==> config.mk <==
export PLATFORM = sky130hd
export DESIGN_NAME = branch_resolve_unit
export DESIGN_NICKNAME = d
export VERILOG_FILES = /design/src/rtl/branch_pkg.sv /design/src/rtl/branch_resolve_unit_cond_eval.sv /design/src/rtl/branch_resolve_unit.sv
export SDC_FILE = /design/constraint.sdc
export NUM_CORES = 1
export LEC_CHECK = 0
export CAP_MARGIN = 20
export CORE_UTILIZATION = 38
export DETAILED_ROUTE_END_ITERATION = 16
export PLACE_DENSITY = 0.77
export SYNTH_ARGS = -nofsm -noshare
export SYNTH_HDL_FRONTEND = slang
export SYNTH_SLANG_ARGS = --single-unit
export TNS_END_PERCENT = 50
==> constraint.sdc <==
create_clock -name clk -period 5.9 [get_ports clk]
set_clock_uncertainty 0.15 [all_clocks]
set_input_delay 1.77 -clock clk [delete_from_list [all_inputs] [get_ports clk]]
set_output_delay 1.77 -clock clk [all_outputs]
set_load 0.02 [all_outputs]
==> src/rtl/branch_pkg.sv <==
// Shared encodings for the branch resolve unit: branch opcodes, next-PC selects,
// FSM states and the status-flag payload.
package branch_pkg;

  localparam int unsigned XLEN  = 32;
  localparam int unsigned OP_W  = 4;
  localparam int unsigned SEL_W = 2;

  localparam logic [OP_W-1:0] BR_NONE   = 4'd0;
  localparam logic [OP_W-1:0] BR_BEQ    = 4'd1;
  localparam logic [OP_W-1:0] BR_BNE    = 4'd2;
  localparam logic [OP_W-1:0] BR_BZ     = 4'd3;
  localparam logic [OP_W-1:0] BR_BN     = 4'd4;
  localparam logic [OP_W-1:0] BR_BV     = 4'd5;
  localparam logic [OP_W-1:0] BR_BRV    = 4'd6;
  localparam logic [OP_W-1:0] BR_BLEZAL = 4'd7;
  localparam logic [OP_W-1:0] BR_JM     = 4'd8;
  localparam logic [OP_W-1:0] BR_JML    = 4'd9;

  localparam logic [SEL_W-1:0] PCSEL_SEQ = 2'd0;
  localparam logic [SEL_W-1:0] PCSEL_BR  = 2'd1;
  localparam logic [SEL_W-1:0] PCSEL_REG = 2'd2;
  localparam logic [SEL_W-1:0] PCSEL_JM  = 2'd3;

  typedef enum logic [1:0] {
    S_IDLE     = 2'd0,
    S_MEM_WAIT = 2'd1,
    S_RESOLVE  = 2'd2,
    S_ABORT    = 2'd3
  } state_t;

  typedef struct packed {
    logic n;
    logic z;
    logic v;
  } status_t;

endpackage

==> src/rtl/branch_resolve_unit_cond_eval.sv <==
// Zero-latency branch decode: next-PC select, link request and memory-indirect
// detection from the opcode, the ALU zero output and the registered flags.
module branch_cond_eval
  import branch_pkg::*;
(
  input  logic [OP_W-1:0]  br_op,
  input  logic             alu_zout,
  input  status_t          status,
  output logic [SEL_W-1:0] pc_sel_c,
  output logic             link_c,
  output logic             jm_c
);

  always_comb begin
    pc_sel_c = PCSEL_SEQ;
    link_c   = 1'b0;
    jm_c     = 1'b0;
    case (br_op)
      BR_BEQ:    if (alu_zout)        pc_sel_c = PCSEL_BR;
      BR_BNE:    if (!alu_zout)       pc_sel_c = PCSEL_BR;
      BR_BZ:     if (status.z)        pc_sel_c = PCSEL_BR;
      BR_BN:     if (status.n)        pc_sel_c = PCSEL_BR;
      BR_BV:     if (status.v)        pc_sel_c = PCSEL_BR;
      BR_BRV:    pc_sel_c = PCSEL_REG;
      BR_BLEZAL: if (status.n || status.z) begin
        pc_sel_c = PCSEL_BR;
        link_c   = 1'b1;
      end
      BR_JM, BR_JML: jm_c = 1'b1;
      default: ;
    endcase
  end

endmodule

==> src/rtl/branch_resolve_unit.sv <==
// Branch resolution: status flag register, branch/jump next-PC selection and the
// memory-indirect jump FSM with request/ack handshake and timeout.
module branch_resolve_unit
  import branch_pkg::*;
#(
  parameter int unsigned TIMEOUT = 16,
  parameter int unsigned CNT_W   = 5
) (
  input  logic             clk,
  input  logic             reset,
  input  logic [OP_W-1:0]  br_op,
  input  logic             flag_we,
  input  logic [XLEN-1:0]  alu_sum,
  input  logic             alu_zout,
  input  logic             alu_n,
  input  logic             alu_z,
  input  logic             alu_v,
  input  logic [XLEN-1:0]  pc_plus4,
  input  logic [XLEN-1:0]  br_target,
  input  logic             mem_ack,
  input  logic [XLEN-1:0]  mem_rdata,
  output logic [SEL_W-1:0] pc_sel,
  output logic [XLEN-1:0]  pc_target,
  output logic             stall,
  output logic             link_we,
  output logic             mem_req,
  output logic [XLEN-1:0]  mem_addr,
  output logic             status_n,
  output logic             status_z,
  output logic             status_v,
  output logic             jm_err
);

  state_t           state, state_nx;
  status_t          status_q;
  logic [XLEN-1:0]  jreg_q;
  logic [XLEN-1:0]  addr_q;
  logic             jml_q;
  logic [CNT_W-1:0] cnt_q;
  logic             jm_err_q;
  logic             cnt_last;
  logic [SEL_W-1:0] dec_sel;
  logic             dec_link;
  logic             dec_jm;

  branch_cond_eval u_cond (
    .br_op    (br_op),
    .alu_zout (alu_zout),
    .status   (status_q),
    .pc_sel_c (dec_sel),
    .link_c   (dec_link),
    .jm_c     (dec_jm)
  );

  // The count reaches TIMEOUT-1 on this cycle's increment.
  assign cnt_last = (cnt_q == CNT_W'(TIMEOUT - 2));

  always_ff @(posedge clk) begin
    if (reset) state <= S_IDLE;
    else       state <= state_nx;
  end

  always_comb begin
    state_nx = state;
    case (state)
      S_IDLE:     if (dec_jm) state_nx = S_MEM_WAIT;
      S_MEM_WAIT: begin
        if (mem_ack)       state_nx = S_RESOLVE;
        else if (cnt_last) state_nx = S_ABORT;
      end
      S_RESOLVE:  state_nx = S_IDLE;
      S_ABORT:    state_nx = S_IDLE;
      default:    state_nx = S_IDLE;
    endcase
  end

  always_comb begin
    pc_sel   = PCSEL_SEQ;
    stall    = 1'b0;
    link_we  = 1'b0;
    mem_req  = 1'b0;
    mem_addr = addr_q;
    case (state)
      S_IDLE: begin
        if (dec_jm) begin
          mem_req  = 1'b1;
          mem_addr = alu_sum;
          stall    = 1'b1;
        end else begin
          pc_sel  = dec_sel;
          link_we = dec_link;
        end
      end
      S_MEM_WAIT: begin
        mem_req = 1'b1;
        stall   = 1'b1;
      end
      S_RESOLVE: begin
        pc_sel  = PCSEL_JM;
        link_we = jml_q;
      end
      default: ;
    endcase
  end

  always_comb begin
    case (pc_sel)
      PCSEL_BR:  pc_target = br_target;
      PCSEL_REG: pc_target = alu_sum;
      PCSEL_JM:  pc_target = jreg_q;
      default:   pc_target = pc_plus4;
    endcase
  end

  // Flags, captured jump request, jump register, timeout counter and sticky error.
  always_ff @(posedge clk) begin
    if (reset) begin
      status_q <= '0;
      jreg_q   <= '0;
      addr_q   <= '0;
      jml_q    <= 1'b0;
      cnt_q    <= '0;
      jm_err_q <= 1'b0;
    end else begin
      if (flag_we && !stall) status_q <= '{n: alu_n, z: alu_z, v: alu_v};
      if (state == S_IDLE && dec_jm) begin
        addr_q <= alu_sum;
        jml_q  <= (br_op == BR_JML);
        cnt_q  <= '0;
      end
      if (state == S_MEM_WAIT) begin
        if (mem_ack) begin
          jreg_q <= mem_rdata;
        end else begin
          cnt_q <= cnt_q + CNT_W'(1);
          if (cnt_last) jm_err_q <= 1'b1;
        end
      end
    end
  end

  assign status_n = status_q.n;
  assign status_z = status_q.z;
  assign status_v = status_q.v;
  assign jm_err   = jm_err_q;

endmodule

==> impl_results.html, run 1 <==
<table>
<tr><th>Metric</th><th>Value</th></tr>
<tr><th colspan="2">Timing</th></tr>
<tr><td>RSZ-0062 raised after global routing</td><td>true</td></tr>
<tr><td>Final slew viol count</td><td>0</td></tr>
<tr><td>Max frequency</td><td>170 MHz</td></tr>
<tr><td>Setup violations, final</td><td>0</td></tr>
<tr><td>Period utilization</td><td>99.5%</td></tr>
<tr><td>Worst slew pin tran</td><td>0.853 ns</td></tr>
<tr><td>Min cycle time layout</td><td>5.87 ns</td></tr>
<tr><td>Number of hold violations in the final report</td><td>0</td></tr>
<tr><td>Relative slew slack</td><td>43.1%</td></tr>
<tr><th colspan="2">Logic synthesis</th></tr>
<tr><td>Register bit total from synthesis</td><td>76</td></tr>
<tr><td>Syn Nets</td><td>669</td></tr>
<tr><td>FFs w/ async S/R, synth</td><td>0%</td></tr>
<tr><td>Gate count of the mapped netlist</td><td>527</td></tr>
<tr><td>Sequential fraction of the synthesis area</td><td>36.2%</td></tr>
<tr><td>Number of flops mapped to enable cells by yosys</td><td>0</td></tr>
<tr><td>Synthesized area per cell</td><td>7.97 um^2</td></tr>
<tr><td>Post-synthesis cell type count</td><td>41</td></tr>
<tr><td>Area of the mapped netlist</td><td>4200 um^2</td></tr>
<tr><td>Total of warnings raised by yosys</td><td>0</td></tr>
<tr><td>Most instantiated flip-flop cell in the synthesis netlist</td><td>sky130_fd_sc_hd__dfxtp_1</td></tr>
<tr><th colspan="2">Setup path</th></tr>
<tr><td>Kind of capture point of the worst setup path</td><td>primary output</td></tr>
<tr><td>R2r endpoint</td><td>jreg_q[14]$_SDFFE_PP0P_</td></tr>
<tr><td>Kind of critical path</td><td>in2out</td></tr>
<tr><td>Launching element type of the critical path</td><td>input port</td></tr>
<tr><td>Worst endpoint required time</td><td>3.98 ns</td></tr>
<tr><td>Data arrival time of the worst path</td><td>3.95 ns</td></tr>
<tr><td>Crit Path Max Fanout</td><td>20</td></tr>
<tr><td>Reg2reg setup slack</td><td>3.42 ns</td></tr>
<tr><td>Crit Reg-Reg Startpoint</td><td>state[1]$_SDFFE_PP0P_</td></tr>
<tr><td>Worst-case reg-to-reg path depth</td><td>5</td></tr>
<tr><th colspan="2">Global routing</th></tr>
<tr><td>Total track usage</td><td>24.3%</td></tr>
<tr><td>First-pass GRT wire length</td><td>21900 um</td></tr>
<tr><td>Initial antenna violation count</td><td>0</td></tr>
<tr><td>Final global-route overflow total</td><td>0</td></tr>
<tr><td>Number of global-route vias before repair</td><td>4576</td></tr>
<tr><td>Pin count of the biggest net entering global routing</td><td>77</td></tr>
<tr><th colspan="2">CTS</th></tr>
<tr><td>Max Root-Sink Buffers</td><td>2</td></tr>
<tr><td>Count of H-tree levels built during CTS</td><td>3</td></tr>
<tr><td>Post-cts hold buffer count</td><td>0</td></tr>
<tr><td>Clock tree from TritonCTS</td><td>done</td></tr>
<tr><td>Clock latency at the later pin of the worst-skew pair</td><td>0.35 ns</td></tr>
<tr><td>Count of clock tree sinks</td><td>76</td></tr>
<tr><td>Clock-pin slew on the worst setup and hold paths</td><td>0.07 ns</td></tr>
<tr><td>Post-CTS Setup Repair Bufs</td><td>0</td></tr>
<tr><td>Clk Tree Root Cell</td><td>sky130_fd_sc_hd__clkbuf_8</td></tr>
<tr><td>CTS buffer count</td><td>9</td></tr>
<tr><th colspan="2">Final layout</th></tr>
<tr><td>Utilization after layout</td><td>62.5%</td></tr>
<tr><td>Count of fill cells added during filler insertion</td><td>959</td></tr>
<tr><td>Number of antenna cells inserted</td><td>0</td></tr>
<tr><td>Net total in the final layout</td><td>868</td></tr>
<tr><td>Fraction of layout instances using a drive strength above 1</td><td>11.9%</td></tr>
<tr><td>Area added between synthesis and finish</td><td>60.5%</td></tr>
<tr><th colspan="2">Placed design</th></tr>
<tr><td>Post-detailed-placement half-perimeter wirelength</td><td>10300 um</td></tr>
<tr><td>I/O Buffers</td><td>212</td></tr>
<tr><td>RePlAce Congestion</td><td>0.864</td></tr>
<tr><th colspan="2">Min path</th></tr>
<tr><td>End point of the worst hold path</td><td>jreg_q[11]$_SDFFE_PP0P_</td></tr>
<tr><td>Worst min-delay path category</td><td>reg2reg</td></tr>
<tr><td>Worst hold path startpoint</td><td>jreg_q[11]$_SDFFE_PP0P_</td></tr>
<tr><td>Worst hold path depth</td><td>2</td></tr>
<tr><th colspan="2">Pwr</th></tr>
<tr><td>Leakage power</td><td>3.08 nW</td></tr>
<tr><td>Power per standard cell area</td><td>199 nW/um^2</td></tr>
<tr><td>Worst ir drop on vdd</td><td>94.9 uV</td></tr>
<tr><td>Total power of the final layout</td><td>1.34 mW</td></tr>
<tr><th colspan="2">Die</th></tr>
<tr><td>Width of the die</td><td>107 um</td></tr>
<tr><td>Die Span Y</td><td>107 um</td></tr>
<tr><td>I/O pins</td><td>213</td></tr>
<tr><td>Initial standard-cell utilization of the core</td><td>38.9%</td></tr>
<tr><td>Number of placement rows</td><td>38</td></tr>
<tr><td>Die Outline Area</td><td>11500 um^2</td></tr>
<tr><td>Placeable Area</td><td>10800 um^2</td></tr>
<tr><th colspan="2">Drt</th></tr>
<tr><td>Total number of vias</td><td>4664</td></tr>
<tr><td>Routed length per placed instance</td><td>16.3 um</td></tr>
<tr><td>Antenna-violating nets left</td><td>0</td></tr>
<tr><td>First-pass DRT Iterations</td><td>4</td></tr>
<tr><td>Final WL</td><td>14200 um</td></tr>
<tr><td>Drt drc</td><td>0</td></tr>
<tr><td>Initial DRC count</td><td>212</td></tr>
<tr><td>Vias per std cell</td><td>5.35</td></tr>
<tr><th colspan="2">Run</th></tr>
<tr><td>Max-cap check violation count</td><td>0</td></tr>
<tr><th colspan="2">Status</th></tr>
<tr><td>Status</td><td>completed</td></tr>
</table>
synthesized netlist by cell type (2+ instances only):
cell                          n  area (um^2)
sky130_fd_sc_hd__mux2_2      33          372
sky130_fd_sc_hd__a21oi_1     60          300
sky130_fd_sc_hd__a221o_1     20          200
sky130_fd_sc_hd__o21ai_0      6         30.0
sky130_fd_sc_hd__nor3_1       7         35.0
sky130_fd_sc_hd__o32ai_1     13          114
sky130_fd_sc_hd__buf_4        2         15.0
sky130_fd_sc_hd__mux2i_1      2         20.0
sky130_fd_sc_hd__nor4_1       2         12.5
sky130_fd_sc_hd__buf_1        5         18.8
sky130_fd_sc_hd__a31oi_1      2         12.5
sky130_fd_sc_hd__buf_2        8         40.0
sky130_fd_sc_hd__clkbuf_1    30          113
sky130_fd_sc_hd__or3_1        2         12.5
sky130_fd_sc_hd__or3b_2       2         17.5
sky130_fd_sc_hd__inv_1        5         18.8
sky130_fd_sc_hd__and3_1       2         12.5
sky130_fd_sc_hd__nor2b_1     32          200
sky130_fd_sc_hd__o21bai_1     2         15.0
sky130_fd_sc_hd__nand2_1    112          420
sky130_fd_sc_hd__buf_6        4         45.0
sky130_fd_sc_hd__a2bb2oi_1   24          210
sky130_fd_sc_hd__ha_1         2         25.0
sky130_fd_sc_hd__dfxtp_1     76         1520
sky130_fd_sc_hd__nand3_1     37          185
sky130_fd_sc_hd__nor2_1      21         78.8
sky130_fd_sc_hd__a41oi_1      2         17.5
routing by layer:
layer  GRT usage, %  share of wire (%)
met1           27.5                 42
met4           8.51                1.3
met2           44.4                 50
met3           5.47                6.9
met5              0                  0
cell type report:
type | instances | area (um^2) | share of cell area, %
Inverter | 6 | 22.5 | 0.334
Sequential cell | 76 | 1520 | 22.6
Multi-Input combinational cell | 396 | 2440 | 36.1
Clock inverter | 5 | 75.1 | 1.11
Tap cell | 140 | 175 | 2.60
Timing Repair Buffer | 237 | 2370 | 35.1
Clock buffer | 11 | 141 | 2.10
repair_timing:
action                                  in CTS  in global routing
pin swaps                                    1                  0
resized for setup                           35                 32
endpoints found under the setup margin      56                 51
hold endpoints to repair                     0                  0
cloned                                       0                  0
sequential cells by signal (all words and copies together), names as in the netlist:
| name | flops |
|---|---|
| status_z | 1 |
| jreg_q | 32 |
| status_n | 1 |
| addr_q | 32 |
| status_v | 1 |
| jm_err | 1 |
| jml_q | 1 |
| state | 2 |
| cnt_q | 5 |
critical path, cell delays in order:
cell                              delay (ns)
sky130_fd_sc_hd__clkdlybuf4s50_1        0.51
sky130_fd_sc_hd__o21bai_1               0.31
sky130_fd_sc_hd__a2bb2oi_2              0.27
sky130_fd_sc_hd__buf_4                  0.22
sky130_fd_sc_hd__nor3_2                 0.07
sky130_fd_sc_hd__buf_12                 0.15
sky130_fd_sc_hd__a221o_1                0.30
sky130_fd_sc_hd__dlygate4sd2_1          0.33
kinds of logic after synthesis:
| logic type | count (synthesis) | synth area share [%] |
|---|---|---|
| buffers and inverters | 55 | 6.05 |
| flip-flops | 76 | 36.2 |
| AND/OR/NAND/NOR | 225 | 25.0 |
| adder cells (fa/ha/maj) | 2 | 0.595 |
| XOR/XNOR | 1 | 0.208 |
| multiplexers | 35 | 9.32 |
| AO/OA/AOI/OAI | 133 | 22.6 |
cell usage in the layout (no fill, tap or decap), drive strengths merged, types with 3 or more instances in the layout:
cell and count:
clkdlybuf4s50 145, nand2 112, dfxtp 76, a21oi 60, nand3 37, dlygate4sd2 35, mux2 33, nor2b 32
dlymetal6s2s 31, buf 26, a2bb2oi 25, nor2 21, a221o 20, o32ai 13, clkbuf 11, o21ai 7
nor3 7, inv 6, clkinv 3, and3 3
power breakdown:
part	switching, mW	total [mW]	leakage, nW	internal (mW)
Combinational	0.168	0.368	2.35	0.199
Sequential	0.00930	0.535	0.617	0.526
Clock	0.194	0.442	0.113	0.248
Total	0.371	1.34	3.08	0.973
per-stage QoR:
| step | instance area [um^2] | setup TNS [ns] | std cells | worst slack, ns | hold slack [ns] |
|---|---|---|---|---|---|
| CTS | 6660 | 0 | 871 | 0.0119 | 0.310 |
| detailed placement | 6490 | -4.14 | 855 | -0.184 | 0.299 |
| global placement | 6490 | -1.98 | 855 | -0.0989 | 0.292 |
| finish | 6740 | 0 | 871 | 0.0282 | 0.308 |
| global route | 6740 | -0.700 | 871 | -0.0547 | 0.332 |
| floorplan | 4200 | 0 | 527 | 0.717 | 0.286 |
worst max path at each step:
stage                         end  slack (ns)     start
global placement    pc_target[28]        -0.1  br_op[1]
detailed placement   pc_target[4]       -0.18  br_op[1]
CTS                  mem_addr[19]        0.01  br_op[2]
global route        pc_target[18]       -0.05  br_op[2]
finish              pc_target[18]        0.03  br_op[2]
floorplan           pc_target[10]        0.72  br_op[1]
(Power assumes the default switching activity.)
==> inputs of run 2 (changes only) <==
--- a/config.mk
+++ b/config.mk
@@ -6,6 +6,7 @@
 export NUM_CORES = 1
 export LEC_CHECK = 0
 export CAP_MARGIN = 20
+export CORE_ASPECT_RATIO = 0.7
 export CORE_UTILIZATION = 38
 export DETAILED_ROUTE_END_ITERATION = 16
 export PLACE_DENSITY = 0.77
==> run 2 against run 1 <==
Compared with the run above: total power up 3.7%; sequential power about the same; via count up 3.1%; sequential share of layout area down 0.088 points; final cell count up 1.6%; largest cell class unchanged.
==> impl_results.html, run 2 (synthesis gave the netlist of run 1 again) <==
<table>
<tr><th>Metric</th><th>Value</th></tr>
<tr><th colspan="2">Setup path</th></tr>
<tr><td>Max incr delay on CP</td><td>0.52 ns</td></tr>
<tr><td>Critical-path cell list</td><td>clkdlybuf4s50_1, buf_6, mux2i_1, and3_4, o32a_4, a221o_1, dlygate4sd2_1</td></tr>
<tr><td>Kind of critical path</td><td>in2out</td></tr>
<tr><td>Max stage delay cell, worst path</td><td>sky130_fd_sc_hd__clkdlybuf4s50_1</td></tr>
<tr><td>Kind of capture point of the worst setup path</td><td>primary output</td></tr>
<tr><td>Worst Path Buf+Inv</td><td>3</td></tr>
<tr><td>Launching element type of the critical path</td><td>input port</td></tr>
<tr><td>Dominant delay contributor by cell family on the critical path</td><td>buffers and inverters</td></tr>
<tr><td>Reg2reg setup slack</td><td>3.21 ns</td></tr>
<tr><td>Data arrival time of the worst path</td><td>3.94 ns</td></tr>
<tr><td>Crit Path Max Fanout</td><td>20</td></tr>
<tr><td>Worst endpoint required time</td><td>3.98 ns</td></tr>
<tr><th colspan="2">Run</th></tr>
<tr><td>Max-cap check violation count</td><td>0</td></tr>
<tr><th colspan="2">Global routing</th></tr>
<tr><td>Initial antenna violation count</td><td>0</td></tr>
<tr><td>Total track usage</td><td>26.6%</td></tr>
<tr><td>Final global-route overflow total</td><td>0</td></tr>
<tr><td>Number of global-route vias before repair</td><td>4803</td></tr>
<tr><td>First-pass GRT wire length</td><td>24300 um</td></tr>
<tr><td>Pin count of the biggest net entering global routing</td><td>47</td></tr>
<tr><th colspan="2">Placed design</th></tr>
<tr><td>Placed Cells incl. Taps</td><td>871</td></tr>
<tr><td>Placed standard-cell area</td><td>6580 um^2</td></tr>
<tr><td>I/O Buffers</td><td>212</td></tr>
<tr><td>RePlAce Congestion</td><td>0.859</td></tr>
<tr><td>Post-detailed-placement half-perimeter wirelength</td><td>11200 um</td></tr>
<tr><td>Post-placement worst setup slack</td><td>-0.192 ns</td></tr>
<tr><th colspan="2">Final layout</th></tr>
<tr><td>Largest registers</td><td>addr_q x32, jreg_q x32, cnt_q x5</td></tr>
<tr><td>Number of antenna cells inserted</td><td>0</td></tr>
<tr><td>Most common cell after layout, fill and taps aside</td><td>sky130_fd_sc_hd__clkdlybuf4s50_1</td></tr>
<tr><td>Final Instance Area</td><td>6770 um^2</td></tr>
<tr><td>Net total in the final layout</td><td>876</td></tr>
<tr><td>Count of fill cells added during filler insertion</td><td>930</td></tr>
<tr><td>Fraction of layout instances using a drive strength above 1</td><td>13.0%</td></tr>
<tr><td>Commonest cells after routing, fill and taps aside</td><td>sky130_fd_sc_hd__clkdlybuf4s50_1 (146), sky130_fd_sc_hd__nand2_1 (112), sky130_fd_sc_hd__dfxtp_1 (74)</td></tr>
<tr><td>Area added between synthesis and finish</td><td>61.1%</td></tr>
<tr><td>Non-filler instance count after layout</td><td>885</td></tr>
<tr><th colspan="2">Status</th></tr>
<tr><td>Status</td><td>completed</td></tr>
<tr><th colspan="2">Die</th></tr>
<tr><td>I/O pins</td><td>213</td></tr>
<tr><td>Die Span Y</td><td>90.0 um</td></tr>
<tr><td>Placeable Area</td><td>10600 um^2</td></tr>
<tr><td>Initial standard-cell utilization of the core</td><td>39.8%</td></tr>
<tr><td>Die Outline Area</td><td>11500 um^2</td></tr>
<tr><td>Width of the die</td><td>128 um</td></tr>
<tr><td>Number of placement rows</td><td>31</td></tr>
<tr><th colspan="2">Pwr</th></tr>
<tr><td>Total power of the final layout</td><td>1.39 mW</td></tr>
<tr><td>Relative contribution of the clock network to total power</td><td>34.7%</td></tr>
<tr><td>Switching power share of the total</td><td>27.2%</td></tr>
<tr><td>Reported net switching power</td><td>379 uW</td></tr>
<tr><td>Logic pwr share</td><td>26.8%</td></tr>
<tr><td>Internal power component</td><td>1.01 mW</td></tr>
<tr><td>Power per standard cell area</td><td>206 nW/um^2</td></tr>
<tr><td>Worst ir drop on vdd</td><td>181 uV</td></tr>
<tr><td>Leakage power</td><td>2.74 nW</td></tr>
<tr><td>Share of total power in sequential cells</td><td>38.5%</td></tr>
<tr><th colspan="2">CTS</th></tr>
<tr><td>Post-cts hold buffer count</td><td>0</td></tr>
<tr><td>CTS buffer count</td><td>9</td></tr>
<tr><td>Max Root-Sink Buffers</td><td>2</td></tr>
<tr><td>Clk Tree Root Cell</td><td>sky130_fd_sc_hd__clkbuf_16</td></tr>
<tr><td>Count of clock tree sinks</td><td>76</td></tr>
<tr><td>Count of H-tree levels built during CTS</td><td>3</td></tr>
<tr><td>Clock tree from TritonCTS</td><td>done</td></tr>
<tr><td>Clock-pin slew on the worst setup and hold paths</td><td>0.05 ns</td></tr>
<tr><td>Clock latency at the later pin of the worst-skew pair</td><td>0.32 ns</td></tr>
<tr><th colspan="2">Min path</th></tr>
<tr><td>Worst min-delay path category</td><td>reg2reg</td></tr>
<tr><th colspan="2">Drt</th></tr>
<tr><td>Routed length per placed instance</td><td>17.2 um</td></tr>
<tr><td>Drt drc</td><td>0</td></tr>
<tr><td>Vias per std cell</td><td>5.43</td></tr>
<tr><td>Total number of vias</td><td>4808</td></tr>
<tr><td>Initial DRC count</td><td>228</td></tr>
<tr><td>Antenna-violating nets left</td><td>0</td></tr>
<tr><td>First-pass DRT Iterations</td><td>5</td></tr>
<tr><td>Final WL</td><td>15200 um</td></tr>
<tr><th colspan="2">Timing</th></tr>
<tr><td>Number of hold violations in the final report</td><td>0</td></tr>
<tr><td>Setup violations, final</td><td>0</td></tr>
<tr><td>Post-route worst setup slack</td><td>0.0433 ns</td></tr>
<tr><td>Min cycle time layout</td><td>5.86 ns</td></tr>
<tr><td>Final slew viol count</td><td>0</td></tr>
<tr><td>RSZ-0062 raised after global routing</td><td>false</td></tr>
<tr><td>Max frequency</td><td>171 MHz</td></tr>
<tr><td>Worst slew pin tran</td><td>0.944 ns</td></tr>
<tr><td>Relative slew slack</td><td>37.1%</td></tr>
<tr><td>Period utilization</td><td>99.3%</td></tr>
</table>
## run 2: changes by cell type in the layout (fill, tap and decap cells not counted), moves of 2 or more
cell | before | now
sky130_fd_sc_hd__clkdlybuf4s15_1 | 0 | 4
sky130_fd_sc_hd__buf_4 | 22 | 29
sky130_fd_sc_hd__dlymetal6s2s_1 | 31 | 0
sky130_fd_sc_hd__bufinv_16 | 2 | 0
sky130_fd_sc_hd__clkbuf_8 | 10 | 1
sky130_fd_sc_hd__dlygate4sd2_1 | 35 | 60
sky130_fd_sc_hd__clkbuf_16 | 0 | 9
## run 2: stage by stage
step	setup TNS [ns]	util [%]	hold WS, ns
after floorplan	0	-	0.286
after global routing	0	64.1	0.330
after global placement	-4.93	62.3	0.292
final	0	64.1	0.307
after detailed placement	-7.16	62.3	0.301
after CTS	0	64.1	0.308
## run 2: repair_timing
| action | CTS | global route |
|---|---|---|
| setup endpoints to repair | 64 | 13 |
| setup buffers | 0 | 0 |
| gates resized for setup | 66 | 5 |
## run 2: worst paths after layout
| kind | cells past startpoint | start | end |
|---|---|---|---|
| worst min-delay path | 2 | jreg_q[1]$_SDFFE_PP0P_ | jreg_q[1]$_SDFFE_PP0P_ |
| worst max register to register | 5 | state[1]$_SDFFE_PP0P_ | jreg_q[22]$_SDFFE_PP0P_ |
| worst min register to register | 2 | jreg_q[1]$_SDFFE_PP0P_ | jreg_q[1]$_SDFFE_PP0P_ |
| worst max-delay path | 7 | br_op[1] | pc_target[16] |
## run 2: area by class of cell
| type | instances | area (um^2) | area share, % |
|---|---|---|---|
| clock buffer | 11 | 243 | 3.59 |
| tap | 148 | 185 | 2.74 |
| timing repair buffer | 245 | 2330 | 34.5 |
| clock inverter | 3 | 15.0 | 0.222 |
| inverter | 6 | 22.5 | 0.333 |
| sequential | 76 | 1520 | 22.5 |
| multi-input combinational | 396 | 2450 | 36.1 |
## run 2: layer usage
layer	vias up	global-route usage, %	share of wire (%)
met5	-	0	0
met2	225	44.7	46
met4	0	8.53	1.9
li1	2289	-	-
met1	2263	33.4	44
met3	31	6.73	7.5
## run 2: power groups by stage
stage	clock, mW	combinational [mW]	sequential, mW
after detailed placement	0	0.398	0.548
after CTS	0.496	0.372	0.536
after global placement	0	0.393	0.547
final	0.483	0.373	0.537
after floorplan	0	0.182	0.543
after global routing	0.521	0.396	0.538
## run 2: worst min-delay path, delay by kind of cell, from the launching register on
kind            cells  cell delay [ns]
flops               1             0.31
simple gates        1             0.05
compound gates      1             0.05
==> inputs of run 3 (changes only) <==
--- a/config.mk
+++ b/config.mk
@@ -6,10 +6,11 @@
 export NUM_CORES = 1
 export LEC_CHECK = 0
 export CAP_MARGIN = 20
-export CORE_ASPECT_RATIO = 0.7
+export CORE_ASPECT_RATIO = 1.25
 export CORE_UTILIZATION = 38
 export DETAILED_ROUTE_END_ITERATION = 16
-export PLACE_DENSITY = 0.77
+export HOLD_SLACK_MARGIN = 0.02
+export PLACE_DENSITY = 0.81
 export SYNTH_ARGS = -nofsm -noshare
 export SYNTH_HDL_FRONTEND = slang
 export SYNTH_SLANG_ARGS = --single-unit
==> run 3 against run 2 <==
Compared with the run above: flip-flop and latch count did not move; cell area rose by 1.9%; non-clock buffer count fell by 9; critical path type unchanged; critical endpoint is now pc_target[6]; sequential power barely moved; final cell count fell by 2.6%.
==> impl_results.html, run 3 (synthesis gave the netlist of run 1 again) <==
<table>
<tr><th>Metric</th><th>Value</th></tr>
<tr><th colspan="2">Drt</th></tr>
<tr><td>Drt drc</td><td>0</td></tr>
<tr><td>Final WL</td><td>14700 um</td></tr>
<tr><td>Total number of vias</td><td>4713</td></tr>
<tr><td>Routed length per placed instance</td><td>17.0 um</td></tr>
<tr><td>Vias per std cell</td><td>5.47</td></tr>
<tr><td>Antenna-violating nets left</td><td>0</td></tr>
<tr><td>Initial DRC count</td><td>192</td></tr>
<tr><td>First-pass DRT Iterations</td><td>4</td></tr>
<tr><th colspan="2">Setup path</th></tr>
<tr><td>Launching element type of the critical path</td><td>input port</td></tr>
<tr><td>Crit Path Max Fanout</td><td>20</td></tr>
<tr><td>Kind of capture point of the worst setup path</td><td>primary output</td></tr>
<tr><td>Data arrival time of the worst path</td><td>3.90 ns</td></tr>
<tr><td>Reg2reg setup slack</td><td>3.37 ns</td></tr>
<tr><td>Kind of critical path</td><td>in2out</td></tr>
<tr><td>Worst endpoint required time</td><td>3.98 ns</td></tr>
<tr><th colspan="2">Timing</th></tr>
<tr><td>Post-route worst setup slack</td><td>0.0826 ns</td></tr>
<tr><td>Relative slew slack</td><td>41.1%</td></tr>
<tr><td>Min cycle time layout</td><td>5.82 ns</td></tr>
<tr><td>Final slew viol count</td><td>0</td></tr>
<tr><td>Max frequency</td><td>172 MHz</td></tr>
<tr><td>Setup violations, final</td><td>0</td></tr>
<tr><td>Period utilization</td><td>98.6%</td></tr>
<tr><td>Worst slew pin tran</td><td>0.883 ns</td></tr>
<tr><td>Number of hold violations in the final report</td><td>0</td></tr>
<tr><th colspan="2">Pwr</th></tr>
<tr><td>Power per standard cell area</td><td>229 nW/um^2</td></tr>
<tr><td>Leakage power</td><td>3.16 nW</td></tr>
<tr><td>Worst ir drop on vdd</td><td>134 uV</td></tr>
<tr><th colspan="2">Final layout</th></tr>
<tr><td>Number of antenna cells inserted</td><td>0</td></tr>
<tr><td>Utilization after layout</td><td>64.6%</td></tr>
<tr><td>Non-filler instance count after layout</td><td>862</td></tr>
<tr><td>Area added between synthesis and finish</td><td>64.1%</td></tr>
<tr><td>Commonest cells after routing, fill and taps aside</td><td>sky130_fd_sc_hd__clkdlybuf4s50_1 (144), sky130_fd_sc_hd__nand2_1 (112), sky130_fd_sc_hd__dfxtp_1 (74)</td></tr>
<tr><td>Final Instance Area</td><td>6900 um^2</td></tr>
<tr><td>Most common cell after layout, fill and taps aside</td><td>sky130_fd_sc_hd__clkdlybuf4s50_1</td></tr>
<tr><td>Fraction of layout instances using a drive strength above 1</td><td>11.6%</td></tr>
<tr><td>Net total in the final layout</td><td>867</td></tr>
<tr><td>Count of fill cells added during filler insertion</td><td>926</td></tr>
<tr><td>Largest registers</td><td>addr_q x32, jreg_q x32, cnt_q x5</td></tr>
<tr><th colspan="2">Die</th></tr>
<tr><td>I/O pins</td><td>213</td></tr>
<tr><td>Initial standard-cell utilization of the core</td><td>39.4%</td></tr>
<tr><td>Die Span Y</td><td>120 um</td></tr>
<tr><td>Placeable Area</td><td>10700 um^2</td></tr>
<tr><td>Die Outline Area</td><td>11500 um^2</td></tr>
<tr><td>Width of the die</td><td>96.1 um</td></tr>
<tr><td>Number of placement rows</td><td>42</td></tr>
<tr><th colspan="2">Run</th></tr>
<tr><td>Max-cap check violation count</td><td>0</td></tr>
<tr><th colspan="2">Global routing</th></tr>
<tr><td>Busiest layer in global routing</td><td>met2</td></tr>
<tr><td>Final global-route overflow total</td><td>0</td></tr>
<tr><td>GRT met3 Usage</td><td>6.27%</td></tr>
<tr><td>Total track usage</td><td>25.0%</td></tr>
<tr><td>Pin count of the biggest net entering global routing</td><td>47</td></tr>
<tr><td>Initial antenna violation count</td><td>0</td></tr>
<tr><td>First-pass GRT wire length</td><td>22200 um</td></tr>
<tr><td>GR Layer Usage met2</td><td>45.8%</td></tr>
<tr><td>Met1 usage in global routing</td><td>26.8%</td></tr>
<tr><td>Number of global-route vias before repair</td><td>4728</td></tr>
<tr><th colspan="2">CTS</th></tr>
<tr><td>Clock-pin slew on the worst setup and hold paths</td><td>0.06 ns</td></tr>
<tr><td>Max Root-Sink Buffers</td><td>2</td></tr>
<tr><td>Count of H-tree levels built during CTS</td><td>3</td></tr>
<tr><td>Post-CTS Setup Repair Bufs</td><td>0</td></tr>
<tr><td>Post-cts hold buffer count</td><td>0</td></tr>
<tr><td>Clock tree from TritonCTS</td><td>done</td></tr>
<tr><td>CTS buffer count</td><td>9</td></tr>
<tr><td>Clock latency at the later pin of the worst-skew pair</td><td>0.33 ns</td></tr>
<tr><td>Count of clock tree sinks</td><td>76</td></tr>
<tr><td>Clk Tree Root Cell</td><td>sky130_fd_sc_hd__clkbuf_16</td></tr>
<tr><th colspan="2">Placed design</th></tr>
<tr><td>Post-placement worst setup slack</td><td>-0.170 ns</td></tr>
<tr><td>Placed Cells incl. Taps</td><td>846</td></tr>
<tr><td>I/O Buffers</td><td>212</td></tr>
<tr><td>Placed standard-cell area</td><td>6480 um^2</td></tr>
<tr><td>RePlAce Congestion</td><td>0.866</td></tr>
<tr><td>Post-detailed-placement half-perimeter wirelength</td><td>10600 um</td></tr>
<tr><th colspan="2">Min path</th></tr>
<tr><td>Worst min-delay path category</td><td>reg2reg</td></tr>
<tr><th colspan="2">Status</th></tr>
<tr><td>Status</td><td>completed</td></tr>
</table>
run 3: changes by cell type in the layout (fill, tap and decap cells not counted), sizes merged:
cell,change
clkbuf,+1
clkdlybuf4s50,-2
dlygate4sd2,-27
dlymetal6s2s,+34
clkinv,-3
clkdlybuf4s15,-4
buf,-10
bufinv,+4
run 3: where the power goes:
| part | total (mW) | switching, mW | internal [mW] |
|---|---|---|---|
| sequential | 0.536 | 0.00994 | 0.526 |
| clock | 0.677 | 0.209 | 0.468 |
| combinational | 0.369 | 0.169 | 0.201 |
| total | 1.58 | 0.387 | 1.19 |
run 3: worst max-delay path: stages:
cell                              delay (ns)
sky130_fd_sc_hd__clkdlybuf4s50_1        0.50
sky130_fd_sc_hd__and4bb_4               0.39
sky130_fd_sc_hd__nor2_1                 0.09
sky130_fd_sc_hd__o32a_4                 0.38
sky130_fd_sc_hd__a221o_1                0.41
sky130_fd_sc_hd__dlygate4sd2_1          0.35
run 3: through the flow:
step / setup TNS [ns] / power [mW] / hold slack, ns
5_1_grt: -0.000647 / 1.64 / 0.325
2_1_floorplan: 0 / 0.725 / 0.286
3_3_place_gp: -1.75 / 0.931 / 0.293
4_1_cts: 0 / 1.60 / 0.309
3_5_place_dp: -2.89 / 0.937 / 0.299
6_report: 0 / 1.58 / 0.308
run 3: cell type report:
| class | instances | area, um^2 | share of cell area (%) |
|---|---|---|---|
| multi-input combinational | 396 | 2440 | 35.4 |
| timing repair buffer | 236 | 2380 | 34.5 |
| sequential | 76 | 1520 | 22.1 |
| clock buffer | 12 | 246 | 3.57 |
| tap | 132 | 165 | 2.39 |
| clock inverter | 4 | 120 | 1.74 |
| inverter | 6 | 22.5 | 0.327 |
run 3: final timing paths:
kind / cells after the start / start / to
max reg2reg: 5 / state[1]$_SDFFE_PP0P_ / jreg_q[20]$_SDFFE_PP0P_
max: 6 / br_op[3] / pc_target[6]
min reg2reg: 2 / jreg_q[31]$_SDFFE_PP0P_ / jreg_q[31]$_SDFFE_PP0P_
min: 2 / jreg_q[31]$_SDFFE_PP0P_ / jreg_q[31]$_SDFFE_PP0P_
run 3: per-layer routing:
metal | vias up | routed length (um)
li1 | 2270 | -
met1 | 2220 | 5610
met2 | 196 | 7620
met3 | 27 | 1110
met4 | 0 | 327
met5 | - | 0
run 3: what timing repair did:
action | CTS | global route
resized for setup | 33 | 35
pin swaps | 0 | 1
setup endpoints to repair | 33 | 50
